## src/rtl/clock_pkg.sv

```systemverilog
// Shared types and sizing helpers for the slow-clock rate monitor and its tick consumers.
package clock_pkg;

  typedef enum logic [1:0] {
    IDLE      = 2'd0,
    MEASURING = 2'd1,
    LOCKED    = 2'd2,
    LOST      = 2'd3
  } monitor_state_t;

  // Width needed to hold a period count up to twice the nominal period.
  function automatic int period_width(input int in_freq, input int exp_freq);
    return $clog2(2 * (in_freq / exp_freq) + 1);
  endfunction

endpackage

```

## src/rtl/sync_edge_detect.sv

```systemverilog
// Two-flop synchronizer for an asynchronous level, with priming and registered edge pulses.
module sync_edge_detect (
  input  logic inclk,
  input  logic rst_n,
  input  logic async_in,
  output logic rise_evt,
  output logic rise,
  output logic fall
);

  logic       s0_q, s1_q, s2_q, s2_d;
  logic [1:0] primed_q, primed_d;
  logic       rise_q, rise_d, fall_q, fall_d;

  // Until the chain has filled, s2 mirrors the incoming sample so a level that is
  // already high at reset release never looks like an edge.
  always_comb begin
    primed_d = {primed_q[0], 1'b1};
    s2_d     = primed_q[1] ? s1_q : s0_q;
    rise_evt = primed_q[1] & s1_q & ~s2_q;
    rise_d   = rise_evt;
    fall_d   = primed_q[1] & ~s1_q & s2_q;
  end

  always_ff @(posedge inclk or negedge rst_n) begin
    if (!rst_n) begin
      s0_q     <= 1'b0;
      s1_q     <= 1'b0;
      s2_q     <= 1'b0;
      primed_q <= 2'b00;
      rise_q   <= 1'b0;
      fall_q   <= 1'b0;
    end else begin
      s0_q     <= async_in;
      s1_q     <= s0_q;
      s2_q     <= s2_d;
      primed_q <= primed_d;
      rise_q   <= rise_d;
      fall_q   <= fall_d;
    end
  end

  assign rise = rise_q;
  assign fall = fall_q;

endmodule

```

## src/rtl/clock_rate_monitor.sv

```systemverilog
// Measures the rise-to-rise period of a slow asynchronous clock-like signal and reports
// frequency lock and signal loss; downstream logic consumes rise/fall ticks from here.
module clock_rate_monitor
  import clock_pkg::*;
#(
  parameter  int IN_FREQUENCY       = 10**7,
  parameter  int EXPECTED_FREQUENCY = 100,
  parameter  int TOL_SHIFT          = 4,
  parameter  int LOCK_COUNT         = 2,
  localparam int EXP_PERIOD         = IN_FREQUENCY / EXPECTED_FREQUENCY,
  localparam int TOL                = EXP_PERIOD >> TOL_SHIFT,
  localparam int TIMEOUT_COUNT      = 2 * EXP_PERIOD,
  localparam int PW                 = period_width(IN_FREQUENCY, EXPECTED_FREQUENCY)
) (
  input  logic          inclk,
  input  logic          rst_n,
  input  logic          slowclk,
  output logic          rise_tick,
  output logic          fall_tick,
  output logic [PW-1:0] period,
  output logic          period_valid,
  output logic          locked,
  output logic          timeout
);

  localparam int LW = $clog2(LOCK_COUNT + 1);

  localparam logic [PW:0]   EXP_W = (PW+1)'(EXP_PERIOD);
  localparam logic [PW:0]   TOL_W = (PW+1)'(TOL);
  localparam logic [PW:0]   TO_W  = (PW+1)'(TIMEOUT_COUNT);
  localparam logic [PW-1:0] TO_P  = PW'(TIMEOUT_COUNT);
  localparam logic [PW-1:0] TO_M1 = PW'(TIMEOUT_COUNT - 1);
  localparam logic [LW-1:0] LC    = LW'(LOCK_COUNT);

  logic rise_evt, rise, fall;

  sync_edge_detect u_sync (
    .inclk    (inclk),
    .rst_n    (rst_n),
    .async_in (slowclk),
    .rise_evt (rise_evt),
    .rise     (rise),
    .fall     (fall)
  );

  monitor_state_t state_q, state_d;
  logic [PW-1:0]  cnt_q, cnt_d;
  logic [PW-1:0]  period_q, period_d;
  logic           pv_q, pv_d;
  logic [LW-1:0]  lock_cnt_q, lock_cnt_d, lock_next;
  logic [PW:0]    meas_w, diff_w;
  logic           in_tol;

  always_comb begin
    // Counter is one behind the cycle count between rise events, so +1 gives the period.
    meas_w = {1'b0, cnt_q} + (PW+1)'(1);
    if (meas_w > TO_W) meas_w = TO_W;
    diff_w = (meas_w >= EXP_W) ? meas_w - EXP_W : EXP_W - meas_w;
    in_tol = (diff_w <= TOL_W);

    lock_next = (lock_cnt_q == LC) ? LC : lock_cnt_q + LW'(1);

    if (rise_evt)            cnt_d = '0;
    else if (cnt_q != TO_P)  cnt_d = cnt_q + PW'(1);
    else                     cnt_d = cnt_q;

    state_d    = state_q;
    period_d   = period_q;
    pv_d       = 1'b0;
    lock_cnt_d = lock_cnt_q;

    case (state_q)
      IDLE, LOST: begin
        if (rise_evt) state_d = MEASURING;
      end
      MEASURING, LOCKED: begin
        // A rise in the same cycle the counter would saturate wins over the timeout.
        if (rise_evt) begin
          period_d   = meas_w[PW-1:0];
          pv_d       = 1'b1;
          lock_cnt_d = in_tol ? lock_next : '0;
          state_d    = (lock_cnt_d == LC) ? LOCKED : MEASURING;
        end else if (cnt_q >= TO_M1) begin
          state_d    = LOST;
          lock_cnt_d = '0;
        end
      end
      default: state_d = IDLE;
    endcase
  end

  always_ff @(posedge inclk or negedge rst_n) begin
    if (!rst_n) begin
      state_q    <= IDLE;
      cnt_q      <= '0;
      period_q   <= '0;
      pv_q       <= 1'b0;
      lock_cnt_q <= '0;
    end else begin
      state_q    <= state_d;
      cnt_q      <= cnt_d;
      period_q   <= period_d;
      pv_q       <= pv_d;
      lock_cnt_q <= lock_cnt_d;
    end
  end

  assign rise_tick    = rise;
  assign fall_tick    = fall;
  assign period       = period_q;
  assign period_valid = pv_q;
  assign locked       = (state_q == LOCKED);
  assign timeout      = (state_q == LOST);

endmodule
```

## config.mk

```make
export PLATFORM = sky130hd
export DESIGN_NAME = clock_rate_monitor
export DESIGN_NICKNAME = d
export VERILOG_FILES = /design/src/rtl/clock_pkg.sv /design/src/rtl/sync_edge_detect.sv /design/src/rtl/clock_rate_monitor.sv
export SDC_FILE = /design/constraint.sdc
export NUM_CORES = 1
export LEC_CHECK = 0
export CAP_MARGIN = 40
export CORE_MARGIN = 4
export CORE_UTILIZATION = 50
export CTS_CLUSTER_DIAMETER = 80
export DETAILED_ROUTE_END_ITERATION = 8
export GPL_ROUTABILITY_DRIVEN = 0
export PLACE_DENSITY = 0.82
export SYNTH_ARGS = -nofsm -noshare
export SYNTH_HDL_FRONTEND = slang
export SYNTH_HIERARCHICAL = 1
export SYNTH_SLANG_ARGS = --single-unit
```

## constraint.sdc

```tcl
create_clock -name inclk -period 4.3 [get_ports inclk]
set_clock_uncertainty 0.1 [all_clocks]
set_input_delay 1.29 -clock inclk [delete_from_list [all_inputs] [get_ports inclk]]
set_output_delay 1.29 -clock inclk [all_outputs]
set_load 0.02 [all_outputs]
```

# After elaboration in Yosys (flattened, before gate mapping)
# Cells that the tools add are included.
[totals] regBits=48 inputBits=3 elab_cells=58
[op_classes] n_reduce_logical=8 order_cmp=4 addsub=5 muxes=16 eq_ne=8 bitwise_logic=6
[op_table] operator="two-way mux 19 bit" count=2
[op_table] operator="two-way mux 18 bit" count=2
[op_table] operator="adder 18 x 1 -> 19 bit (second input constant)" count=1
[op_table] operator="greater-or-equal comparator 19 x 17 -> 1 bit (second input constant)" count=1
[op_table] operator="> comparator 19 x 18 -> 1 bit (second input constant)" count=1
[op_table] operator="less-or-equal comparator 19 x 13 -> 1 bit (second input constant)" count=1
[op_table] operator="subtractor 17 x 19 -> 19 bit (first input constant)" count=1
[op_table] operator="subtractor 19 x 17 -> 19 bit (second input constant)" count=1
[op_table] operator="adder 18 x 1 -> 18 bit (second input constant)" count=1
[op_table] operator="greater-or-equal comparator 18 bit (second input constant)" count=1
[op_table] operator="!= test 18 bit (second input constant)" count=1
[op_table] operator="two-way mux 2 bit" count=8
[op_table] operator="equality test 2 bit (second input constant)" count=4
[op_table] operator="AND reduction 2 bit" count=3
[op_table] operator="bitwise AND 1 bit" count=4
[op_table] operator="one-hot mux 2 bit (2 select lines)" count=1
[op_table] operator="nonzero test 2 bit" count=2
[op_table] operator="OR reduction 2 bit" count=2
[op_table] operator="two-way mux 1 bit" count=3
[op_table] operator="!= test 3 x 2 -> 1 bit (second input constant)" count=1
[op_table] operator="adder 2 x 1 -> 2 bit (second input constant)" count=1
[op_table] operator="equality test 2 x 1 -> 1 bit (second input constant)" count=1
[op_table] operator="logical NOT 2 bit" count=1
[op_table] operator="!= test 2 x 1 -> 1 bit (second input constant)" count=1
[op_table] operator="NOT 1 bit" count=2

# Longest topological paths before layout
# Gate-level depths: netlist (run 1).
[logic_depth] depth_word=11 depth_mapped=21 ltp_nobuf=19

# Cells and area by module
# The synthesis (run 1) kept the hierarchy.
[modules_own_cells] mod="clock_rate_monitor" instances=1 area_each_um2=3405.8 cells_per_inst=416 seq_area_each_um2=1026.0
[modules_own_cells] mod="sync_edge_detect" instances=1 area_each_um2=214.0 cells_per_inst=11 seq_area_each_um2=175.2

# Least setup slack after synthesis (run 1)
# OpenSTA, ideal clock, no wires.
[synth_timing] path_kind="reg2reg" start="reg cnt_q[1]" end="reg lock_cnt_q[0]" stages_incl_launch_ff=21 t_arrival_ns=4.464 setup_slack_ns=-0.385 synth_period_minus_slack_ns=4.685 setup_time_ns=0.122 n_path_buf=2 required_time_ns=4.078 path_cell_list="dfrtp_1 buf_2 nand4_1 or4_4 nor3_2 mux2i_4 o21ai_2 and2_1 buf_4 nand2_1 ha_1 nand3_1 a2bb2oi_1 a21oi_1 mux2_2 nor4_1 o31a_1 a32o_1 nand3_1 o2111ai_1 a32o_1"
[synth_between] elab_chain_cells=8 word_cells_on_any_way=13 classes_between="add/sub: 3; order compare: 4; mux: 4; reduce/logical: 2"
[synth_rtl] element="from (decl)" line="clock_rate_monitor.sv:47" text="logic [PW-1:0] cnt_q, cnt_d;"
[synth_rtl] element="from (signal assigned)" line="clock_rate_monitor.sv:101" text="cnt_q <= cnt_d;"
[synth_rtl] element="adder 18 x 1 -> 19 bit" line="clock_rate_monitor.sv:56" text="meas_w = {1'b0, cnt_q} + (PW+1)'(1);"
[synth_rtl] element="> comparator 19 x 18 -> 1 bit" line="clock_rate_monitor.sv:57" text="if (meas_w > TO_W) meas_w = TO_W;"
[synth_rtl] element="two-way mux 19 bit" line="clock_rate_monitor.sv:57"
[synth_rtl] element="subtractor 17 x 19 -> 19 bit, or another cell as far along" line="clock_rate_monitor.sv:58" text="diff_w = (meas_w >= EXP_W) ? meas_w - EXP_W : EXP_W - meas_w;"
[synth_rtl] element="two-way mux 19 bit" line="clock_rate_monitor.sv:58"
[synth_rtl] element="less-or-equal comparator 19 x 13 -> 1 bit" line="clock_rate_monitor.sv:59" text="in_tol = (diff_w <= TOL_W);"
[synth_rtl] element="two-way mux 2 bit" line="clock_rate_monitor.sv:81" text="lock_cnt_d = in_tol ? lock_next : '0;"
[synth_rtl] element="two-way mux 2 bit" line="clock_rate_monitor.sv:78" text="if (rise_evt) begin"
[synth_rtl] element="to (signal assigned)" line="clock_rate_monitor.sv:104" text="lock_cnt_q <= lock_cnt_d;"
[synth_rtl] element="to (decl)" line="clock_rate_monitor.sv:50" text="logic [LW-1:0] lock_cnt_q, lock_cnt_d, lock_next;"
# Parallel ways exist; a longest one is shown, timed or not.
# A chain may end at the register's enable or synchronous reset.

# Worst setup path in the final report (run 1)
[layout_timing] start="reg cnt_q[5]" end="reg state_q[0]"
[layout_between] elab_chain_cells=11 word_cells_on_any_way=16 classes_between="add/sub: 3; order compare: 4; eq/ne: 2; mux: 6; reduce/logical: 1"
[layout_rtl] element="adder 18 x 1 -> 19 bit" line="clock_rate_monitor.sv:56"
[layout_rtl] element="> comparator 19 x 18 -> 1 bit" line="clock_rate_monitor.sv:57"
[layout_rtl] element="two-way mux 19 bit" line="clock_rate_monitor.sv:57"
[layout_rtl] element="subtractor 17 x 19 -> 19 bit, or another cell as far along" line="clock_rate_monitor.sv:58"
[layout_rtl] element="two-way mux 19 bit" line="clock_rate_monitor.sv:58"
[layout_rtl] element="less-or-equal comparator 19 x 13 -> 1 bit" line="clock_rate_monitor.sv:59"
[layout_rtl] element="two-way mux 2 bit" line="clock_rate_monitor.sv:81"
[layout_rtl] element="equality test 2 bit" line="clock_rate_monitor.sv:82" text="state_d = (lock_cnt_d == LC) ? LOCKED : MEASURING;"
[layout_rtl] element="two-way mux 2 bit" line="clock_rate_monitor.sv:82"
[layout_rtl] element="two-way mux 2 bit" line="clock_rate_monitor.sv:78"
[layout_rtl] element="one-hot mux 2 bit (2 select lines)" line="clock_rate_monitor.sv:72" text="case (state_q)"
[layout_rtl] element="to (signal assigned)" line="clock_rate_monitor.sv:100" text="state_q <= state_d;"
[layout_rtl] element="to (decl)" line="clock_rate_monitor.sv:46" text="monitor_state_t state_q, state_d;"
# Parallel ways exist; a longest one is shown, timed or not.

==> metrics.csv, run 1 <==
metric,value,unit
ys_types,69,
p_leak,1.93,nW
finalPower,1.56,mW
drt_iter0_markers,279,
wl_met3,832,um
tightest_slew,0.748,ns
hold_depth,0,
core_area,6910,um2
slew_viol_final,0,
grt_pass1_wl,17000,um
grt_pass1_vias,3419,
viasPerCell,6.19,
hold_buffers,0,
min_period_over_period,1.02,
synth_nets,439,
cts_made_buffers,5,
nets,499,
wl,10400,um
syn_to_final_growth,25.3,%
yosysSeqAreaShare,0.332,
htreeDepth,2,
synthCells,427,
yosysTopAreaCell,dfrtp_1,
cts_tree,built,
ant_nets,0,
layout_setup_ws,-0.101,ns
crit_path_start_kind,flop,
max_clock_freq,227,MHz
synthFlopType,dfrtp_1,
synth_top_area_share,0.332,
worstPathArrival,4.48,ns
critPathRequiredTime,4.37,ns
grtUsageTotal,0.244,
endpoint_kind,flop,
dpl.hpwl,7840,um
design_area,4530,um2
n_antenna_cell,0,
hold_class,flop to flop,
die_h,93.1,um
cts.path.max_buffers,2,
hold_viol,0,
synth-edff-count,0,
maxCapViolCount,0,
synth-seq-cells,48,
rsz0062_at_grt,yes,
peakVddDrop,0.215,mV
fill_cells,587,
path_max_fanout,6,
status,finished with violations,
grt_max_degree,30,
antenna_found_initial,0,
drcViolationCount,0,
clk_pin_slew_worst_paths,0.09,ns
setup_viol_count_final,4,
place_area,4380,um2
avgSynthCellArea,8.48,um2
layout-drive-gt1-share,0.219,
die_area,8660,um2
via_count,3616,
clk_root_buffer_cell,clkbuf_8,
wl_met1,4510,um
syn_area,3620,um2
p_per_area,343,nW/um2
die_x,93.1,um
violations,setup timing,
rows,30,
routedWlPerCell,17.9,um
wl_met2,4870,um
async_flop_share,1.00,
top_layer_used,met4,
start_util,0.524,
ys_top_cells_by_area,"dfrtp_1, nor2_1, nand2_1",
timing_worst_setup_path_type,flop to flop,
period_minus_slack,4.40,ns
reg2reg_depth,17,
io_buffers,25,
ioPinCount,26,
overflow,0,
synth_warnings,6,
clock_sinks,48,
relSlewSlack,0.498,
first_pass_iters,5,
clkLatencyLatePin,0.32,ns
## critical path, stage by stage (launching register included)
cell	delay (ns)
dfrtp_1	0.37
nand4_1	0.18
or4_4	0.62
or3_4	0.35
a211o_1	0.30
o211ai_4	0.19
and2_4	0.22
nand2_4	0.08
ha_4	0.20
nor2b_1	0.14
mux2_2	0.30
a32o_1	0.29
o31ai_1	0.09
a22o_1	0.21
a32oi_1	0.11
a41o_1	0.23
o2111ai_2	0.13
a41oi_1	0.16
## cell usage in the layout, fill, tap and decap left out, types with 6 or more instances in the layout
master,instances
buf_4,54
dfrtp_1,47
nor2_1,41
nand2_1,39
clkdlybuf4s50_1,24
o21ai_0,22
nand3_1,19
a21oi_1,16
xnor2_1,15
inv_1,13
nand4_1,11
o31ai_1,9
a31oi_1,9
nor3_1,9
xor2_1,8
ha_1,8
or4_1,7
nor4_1,6
## cell type report
class,count,area [um2],share of cell area
Multi-Input combinational cell,336,2360,0.521
Clock buffer,6,72.6,0.0160
Timing Repair Buffer,83,717,0.158
Sequential cell,48,1200,0.265
Clock inverter,2,12.5,0.00276
Tap cell,96,120,0.0265
Inverter,13,48.8,0.0108
## cell families (layout without fill, tap and decap cells)
logic type                 Yosys count  in the layout  share of synthesized area
buffers and inverters               43            104                     0.0498
xor gates and xnor gates            24             24                     0.0581
other                                1              1                    0.00104
muxes                                9              9                     0.0311
adders and majority gates            9              9                     0.0311
AOI/OAI and AO/OA                  107            107                      0.211
and+or+nand+nor                    186            186                      0.286
DFF                                 48             48                      0.332
## per-stage QoR
stage	utilization	setup WS, ns	hold slack [ns]	TNS [ns]	std cells
after floorplan	-	0.00726	0.231	0	427
after global routing	0.657	-0.211	0.261	-0.764	584
final	0.657	-0.101	0.255	-0.313	584
after detailed placement	0.634	-0.0716	0.236	-0.217	573
after CTS	0.650	0.000700	0.257	0	583
after global placement	0.628	0.108	0.232	0	571
## where the power goes
part	leakage [nW]	internal (mW)	switching (mW)	total, mW
Sequential	0.631	0.503	0.0290	0.532
Clock	0.0412	0.114	0.166	0.280
Combinational	1.25	0.315	0.430	0.745
Total	1.93	0.932	0.625	1.56
## path summary, 6_finish.rpt
path / startpoint / slack, ns / end
max: cnt_q[5] / -0.10 / state_q[0]
min: u_sync/primed_q[0] / 0.26 / u_sync/primed_q[1]
max reg2reg: cnt_q[5] / -0.10 / state_q[0]
min reg2reg: u_sync/primed_q[0] / 0.26 / u_sync/primed_q[1]
max in group asynchronous: rst_n / 2.75 / cnt_q[16]
min in group asynchronous: rst_n / 0.81 / period[6]
## sequential cells by signal (all words and copies together) (netlist names)
signal,count
u_sync/rise,1
period_valid,1
state_q,2
u_sync/s0_q,1
u_sync/s2_q,1
period,18
u_sync/fall,1
lock_cnt_q,2
u_sync/primed_q,2
u_sync/s1_q,1
cnt_q,18
## metal layers
metal | vias to the layer above | GRT usage
met2 | 194 | 0.391
li1 | 1689 | -
met4 | 0 | 0.0794
met5 | - | 0
met3 | 21 | 0.0475
met1 | 1712 | 0.332
## cells in the mapped netlist, drive strengths merged (6+ instances only)
library cell	number
buf	14
xor2	9
nand4	12
nand2	42
or4	9
ha	9
a31oi	9
dfrtp	48
inv	13
nor3	11
xnor2	15
nor2	42
nor4	10
nand3	20
or3	6
o31ai	10
clkbuf	16
o21ai	26
a21oi	18
## repair_timing
item	4_1_cts	5_1_grt
gates resized for setup	2	8
setup buffers	2	1
endpoints found under the setup margin	4	4
pin swaps	3	5
(Power assumes the default switching activity.)
==> run 2, diff against run 1 <==
MAX_ROUTING_LAYER = met4   (was default)
SLEW_MARGIN = 20   (was default)
==> run 2 against run 1 <==
Against the previous run: hold slack is essentially flat; the flow still finishes with violations (setup timing); sequential share of layout area is 0.79 points lower; global-route usage is 1.5 points higher; first-iteration DRC count is 27% higher.
==> metrics.csv, run 2 (synthesized netlist as in run 1, its figures left out) <==
metric,value,unit,change
hold_class,flop to flop,,
io_buffers,25,,unchanged
clkLatencyLatePin,0.31,ns,about the same
viasPerCell,6.33,,+2.3%
tightest_slew,0.748,ns,-0.000290 ns
nets,505,,+1.2%
hp-start,u_sync/primed_q[0],,
die_area,8660,um2,unchanged
finalPower,1.56,mW,about the same
p_leak,1.99,nW,+3.2%
via_count,3737,,+3.3%
r2r_start,cnt_q[5],,
wl,10700,um,+2.8%
p_per_area,333,nW/um2,-3.0%
ioPinCount,26,,unchanged
hold_buffers,0,,unchanged
layout_commonest_cell,buf_4,,
cts_made_buffers,5,,unchanged
first_pass_iters,5,,unchanged
critPathRequiredTime,4.40,ns,+0.03 ns
fin_hold_ws,0.255,ns,-0.000244 ns
max_clock_freq,229,MHz,+0.86%
overflow,0,,unchanged
maxCapViolCount,0,,unchanged
totalNegativeSetupSlack,-0.0936,ns,+0.219 ns
dpl.cell_count,573,,unchanged
path_max_fanout,5,,-1
syn_to_final_growth,29.1,%,
clk_pin_slew_worst_paths,0.09,ns,about the same
grt_max_degree,30,,unchanged
antenna_found_initial,0,,unchanged
violations,setup timing,,
crit_path_start_kind,flop,,
mostFrequentLayoutCells,"buf_4, dfrtp_1, nor2_1, nand2_1, clkdlybuf4s50_1",,
rsz0062_at_grt,yes,,
clock_sinks,48,,unchanged
drcViolationCount,0,,unchanged
layout_setup_ws,-0.0631,ns,+0.0377 ns
htreeDepth,2,,unchanged
finish.utilization,0.677,,+0.0203
relSlewSlack,0.498,,about the same
grt_pass1_wl,17600,um,+3.6%
period_minus_slack,4.36,ns,-0.0377 ns
ant_nets,0,,unchanged
die_x,93.1,um,unchanged
grt_pass1_vias,3515,,+2.8%
crit_path_start,cnt_q[5],,
rows,30,,unchanged
routedWlPerCell,18.2,um,+1.7%
final_cell_count_no_fill,590,,+1.0%
hold_viol,0,,unchanged
min_period_over_period,1.01,,-0.00876
dpl.hpwl,7830,um,about the same
setup_viol_count_final,3,,-1
clk_root_buffer_cell,clkbuf_8,,
cts.path.max_buffers,2,,unchanged
die_h,93.1,um,unchanged
timing_worst_setup_path_type,flop to flop,,
status,finished with violations,,
layout-drive-gt1-share,0.245,,+0.0257
drt_iter0_markers,355,,+27%
worstPathArrival,4.47,ns,about the same
n_antenna_cell,0,,unchanged
peakVddDrop,0.209,mV,-2.9%
grtUsageTotal,0.259,,+0.0152
slew_viol_final,0,,unchanged
cts_tree,built,,
core_area,6910,um2,unchanged
endpoint_kind,flop,,
start_util,0.524,,unchanged
## run 2: cell types whose count changed in the layout (fill, tap and decap cells not counted), moves of 2 or more
cell / delta
nand3_2: +2
nand3_1: -2
buf_6: +3
buf_4: +3
## run 2: worst paths after layout
check | end | slack (ns) | cells after the start
hold / removal | u_sync/primed_q[1] | 0.25 | 0
setup reg to reg | lock_cnt_q[0] | -0.06 | 18
min in group asynchronous | period[1] | 0.83 | 1
max in group asynchronous | u_sync/rise | 2.75 | 2
hold reg to reg | u_sync/primed_q[1] | 0.25 | 0
setup / recovery | lock_cnt_q[0] | -0.06 | 18
## run 2: through the flow
stage	setup slack [ns]	area, um2
final	-0.0631	4670
after global routing	-0.236	4670
after CTS	0.0105	4590
after detailed placement	-0.0824	4370
after global placement	0.108	4340
after floorplan	0.00726	3710
## run 2: layout make-up
cell class	count	area (um2)
Multi-Input combinational cell	336	2440
Sequential cell	48	1200
Clock buffer	6	72.6
Clock inverter	2	12.5
Tap cell	96	120
Fill cell	577	2230
Inverter	13	48.8
Timing Repair Buffer	89	778
## run 2: metal layers
metal	part of all wire	global-route usage	vias to the layer above
li1	-	-	1708
met1	0.42	0.349	1774
met2	0.46	0.401	226
met3	0.094	0.0402	29
met4	0.027	0.0891	0
met5	0	-	-
## run 2: where the power goes
group,switching [mW],total (mW),internal (mW),leakage [nW]
combinational,0.429,0.751,0.322,1.32
clock,0.158,0.272,0.114,0.0412
sequential,0.0301,0.533,0.503,0.631
## run 2: what timing repair did
action	CTS	global route
setup buffers	8	1
endpoints found under the setup margin	4	4
resized for setup	11	14
pin swaps	15	8
## run 2: critical path: stages (launching register included)
cell       delay [ns]
dfrtp_1          0.38
nand4_1          0.22
or4_4            0.58
or3_4            0.35
a211o_1          0.29
o211ai_4         0.16
and2_4           0.23
nand2_4          0.08
ha_4             0.19
nand3_2          0.08
a2bb2oi_2        0.18
a21oi_4          0.10
mux2_4           0.23
nor4_4           0.03
o31a_1           0.26
a32oi_1          0.18
a41o_1           0.18
o2111ai_4        0.15
a32o_1           0.29
==> RTL change 1: new RTL, config.mk and constraints of run 1 <==
`LOCK_COUNT`: 2 -> 4.
--- a/src/rtl/clock_rate_monitor.sv
+++ b/src/rtl/clock_rate_monitor.sv
@@ -6,7 +6,7 @@
   parameter  int IN_FREQUENCY       = 10**7,
   parameter  int EXPECTED_FREQUENCY = 100,
   parameter  int TOL_SHIFT          = 4,
-  parameter  int LOCK_COUNT         = 2,
+  parameter  int LOCK_COUNT         = 4,
   localparam int EXP_PERIOD         = IN_FREQUENCY / EXPECTED_FREQUENCY,
   localparam int TOL                = EXP_PERIOD >> TOL_SHIFT,
   localparam int TIMEOUT_COUNT      = 2 * EXP_PERIOD,
Behaviour: no difference found for any inputs over 10 cycles, from zero or initial values and one cycle with rst_n low; that may be too few to reach the edited logic, so the function may still have changed.
==> RTL change 1 against run 1 <==
The run ends with DRC, setup timing left; setup slack got worse by 820 ps; sequential cell count increased by 1; power increased by 9.7%; maximum frequency decreased by 16%; wire length increased by 53%; die area increased by 1.1%; cell area increased by 19%; via count increased by 32%; critical path depth increased by 5; first-iteration DRC count increased to 3.1 times the old value; sequential power increased by 5.6%; area after synthesis increased by 1.2%; largest power group unchanged.
==> RTL change 1: results (changes against run 1) <==
RR Endpoint lock_cnt_q[2]; # resized after CTS 36 (+34); Setup violations, final 6 (+2); maximum VDD drop 0.285 mV (+32%); Leak Pwr 2.34 nW (+21%); Seq/Total Area, Yosys 33.5% (+0.30 points); Worst Reg-to-Reg Cells 22 (+5); Total GRT Usage 31.3% (+6.9 points); Critical Path Start cnt_q[7]; FILL cells 364 (-38%); largest cells by area after synthesis dfrtp_1 33%, nand2_1 5.6%, nor2_1 4.0%; Detailed Routing Iterations Pass 1 9 (+4); Non-clk bufs 161 (+94%); Data buffer area share 24.6% (+8.8 points); DR DRC count 10 (+10); largest net degree at the start of global routing 34 (+13%); wire per inst 23.7 um (+33%); Max stage delay cell, worst path a2111oi_2; initial DRC count 868 (+210%); failing checks DRC, setup timing; NetSw 719 uW (+15%); top cells by count, synth 55 x nand2_1, 49 x dfrtp_1, 39 x nor2_1; Post-DP HPWL 8970 um (+14%); number of global-route vias before repair 4469 (+31%); status finished with violations; Vias/cell 7.09 (+14%); clk pwr 295 uW (+5%); Multi-Input Combinational 350 (+4.2%); met1 Track Usage GR 36.7% (+3.4 points); worst path arrival time 5350 ps (+870 ps); final setup margin -919 ps (-819 ps); layout cell share with drive strength beyond 1 35.9% (+14 points); fraction of area in multi-input gates 47.8% (-4.3 points); Seq Cell Count 49 (+2.1%); Setup TNS -4020 ps (-3710 ps); net count after synthesis 451 (+2.7%); capture point of the worst path lock_cnt_q[2]; P_comb 850 uW (+14%); met3 usage 7.32% (+2.6 points); # Post-CTS Setup Buffers 22 (+20)
[RTL change 1: cells by family (layout without fill, tap and decap cells)]
family	count (synthesis)	count (layout)	synth area share, %
simple gates	194	194	28.6
compound gates	115	115	22.0
flops	49	49	33.5
buf+inv	39	180	4.95
xor+xnor	26	26	6.22
fa+ha+maj	11	11	3.69
mux	3	3	0.957
other cells	1	1	0.102
[RTL change 1: metrics by stage]
step	area (um^2)	worst slack (ps)	std cells	power (mW)	utilization [%]
3_3_place_gp	4740	-165	633	1.21	68.3
4_1_cts	5130	-98.0	663	1.55	73.9
3_5_place_dp	4740	-366	633	1.24	68.3
2_1_floorplan	3760	-393	438	0.959	-
6_report	5390	-919	675	1.71	77.6
5_1_grt	5390	-1170	675	1.77	77.6
[RTL change 1: layer usage]
metal,up-vias,routed length (um)
met1,2184,5290
li1,1902,-
met5,-,0
met4,0,1660
met2,485,7040
met3,213,2010
==> RTL change 2: new RTL, settings of run 1 <==
Made on the original files. Make the reset (`rst_n`) synchronous in 2 clocked blocks. Comments in the files are not updated.
--- a/src/rtl/sync_edge_detect.sv
+++ b/src/rtl/sync_edge_detect.sv
@@ -22,7 +22,7 @@
     fall_d   = primed_q[1] & ~s1_q & s2_q;
   end
 
-  always_ff @(posedge inclk or negedge rst_n) begin
+  always_ff @(posedge inclk) begin
     if (!rst_n) begin
       s0_q     <= 1'b0;
       s1_q     <= 1'b0;
--- a/src/rtl/clock_rate_monitor.sv
+++ b/src/rtl/clock_rate_monitor.sv
@@ -89,7 +89,7 @@
     endcase
   end
 
-  always_ff @(posedge inclk or negedge rst_n) begin
+  always_ff @(posedge inclk) begin
     if (!rst_n) begin
       state_q    <= IDLE;
       cnt_q      <= '0;
Formal check against the unedited RTL: differs if rst_n is asserted again (counterexample within 10 cycles, from zero or initial values and one cycle with rst_n low); with rst_n held inactive, the same outputs for 10 cycles.
==> RTL change 2 against run 1 <==
The flow still finishes with violations (setup timing); sequential cell count unchanged; cell count up 11%; cell area up 8.3%; critical path depth up 4; synthesized cell count up 9.6%; maximum frequency down 4.5%; die area up 1.8%; wire length up 21%; via count up 17%; area after synthesis up 2.0%; setup slack worse by 210 ps; largest cell class unchanged.
Power is not compared: it rests on default switching activity, and its combinational part moved more than twofold at a synthesized area within 25%.
==> RTL change 2: results (changes against run 1) <==
status finished with violations; failing checks setup timing; Data buffer area share 17.0% (+1.2 points); number of global-route vias before repair 4006 (+17%); Vias/cell 6.52 (+5.4%); post-synthesis compound-gate area fraction 23.8% (+2.7 points); n_taps 99 (+3.1%); Hold Path Stages 1 (+1); wire per inst 19.5 um (+9.0%); core box area 7210 um^2 (+4.5%); clock buffers 5 (-1); wire length on met3 1140 um (+37%); Seq/Total Area, Yosys 26.0% (-7.2 points); Crit Path Max Fanout 5 (-1); met1 Track Usage GR 32.9% (-0.31 points); Max stage delay cell, worst path or3b_4; FF-to-FF Start cnt_q[0]; FILL cells 544 (-7.3%); Post-synth ARST share 0% (-100 points); adder-cell area share of the yosys netlist 3.05% (-0.061 points); Non-clk bufs 100 (+20%); cell count after placement 622 (+8.6%); Multi-Input Combinational 378 (+13%); routing usage on met2 48.8% (+9.7 points); Placed Instance Area 4450 um^2 (+1.8%); net count after synthesis 480 (+9.3%); RR Endpoint state_q[0]; worst slew pin tran 975 ps (+227 ps); HP Start u_sync/primed_q[0]; worst path arrival time 4720 ps (+240 ps); initial DRC count 548 (+96%); Clock Pin Slew Worst Setup and Hold Paths 100 ps; Final Net Count 558 (+12%); DP Worst Slack -198 ps (-127 ps); delay-heaviest family, CP simple AND/OR/NAND/NOR gates; Core Util, Final 68.1% (+2.4 points); sequential fraction of total cell area 19.9% (-6.6 points); final setup margin -310 ps (-209 ps); Netlist cell types 83 (+20%); final WL 12600 um (+21%); Detailed Routing Iterations Pass 1 6 (+1); Post-DP HPWL 8700 um (+11%); Setup violations, final 4 (unchanged); met3 usage 3.45% (-1.3 points); multi-input logic area 2790 um^2 (+18%); Total GRT Usage 27.8% (+3.4 points); slowest cell delay on critical path 430 ps (-190 ps); DR WL met2 6050 um (+24%); largest net degree at the start of global routing 24 (-20%); layout cell share with drive strength beyond 1 28.7% (+6.8 points); Layout clock area frac 2.80% (+0.93 points); WHS Endpoint u_sync/primed_q[1]; Synth Instances 468 (+9.6%); largest cells by area after synthesis dfxtp_1 26%, nor2_1 5.0%, xnor2_1 4.7%; first-pass GRT wire length 19500 um (+15%); Worst Reg-to-Reg Cells 21 (+4); mux cell area share after synthesis 1.69% (-1.4 points); Synth Register Bits 48 (unchanged); xor/xnor share of the synthesized area 7.35% (+1.5 points)
## RTL change 2: cell count changes after synthesis, sizes merged, moves of 7 or more
cell    delta
dfrtp     -48
dfxtp     +48
a21oi     +11
nor2       +8
clkbuf     -7
or4        -7
## RTL change 2: metrics by stage
stage | setup TNS, ps | hold slack [ps]
floorplan | -2.13 | 312
global placement | -30.1 | 321
detailed placement | -669 | 324
CTS | 0 | 354
global route | -1560 | 385
finish | -904 | 350
## RTL change 2: repair_timing
item                                    4_1_cts  5_1_grt
gates cloned                                  0        0
endpoints found under the setup margin        4        4
setup buffers                                 8        8
gates resized for setup                      18       27
pin swaps                                    13       12
## RTL change 2: power by group
| group | leakage, nW | internal [mW] | switching (mW) |
|---|---|---|---|
| Clock | 0.0687 | 0.234 | 0.170 |
| Sequential | 0.393 | 0.450 | 0.00652 |
| Combinational | 1.43 | 0.0484 | 0.0657 |
| Total | 1.89 | 0.732 | 0.242 |
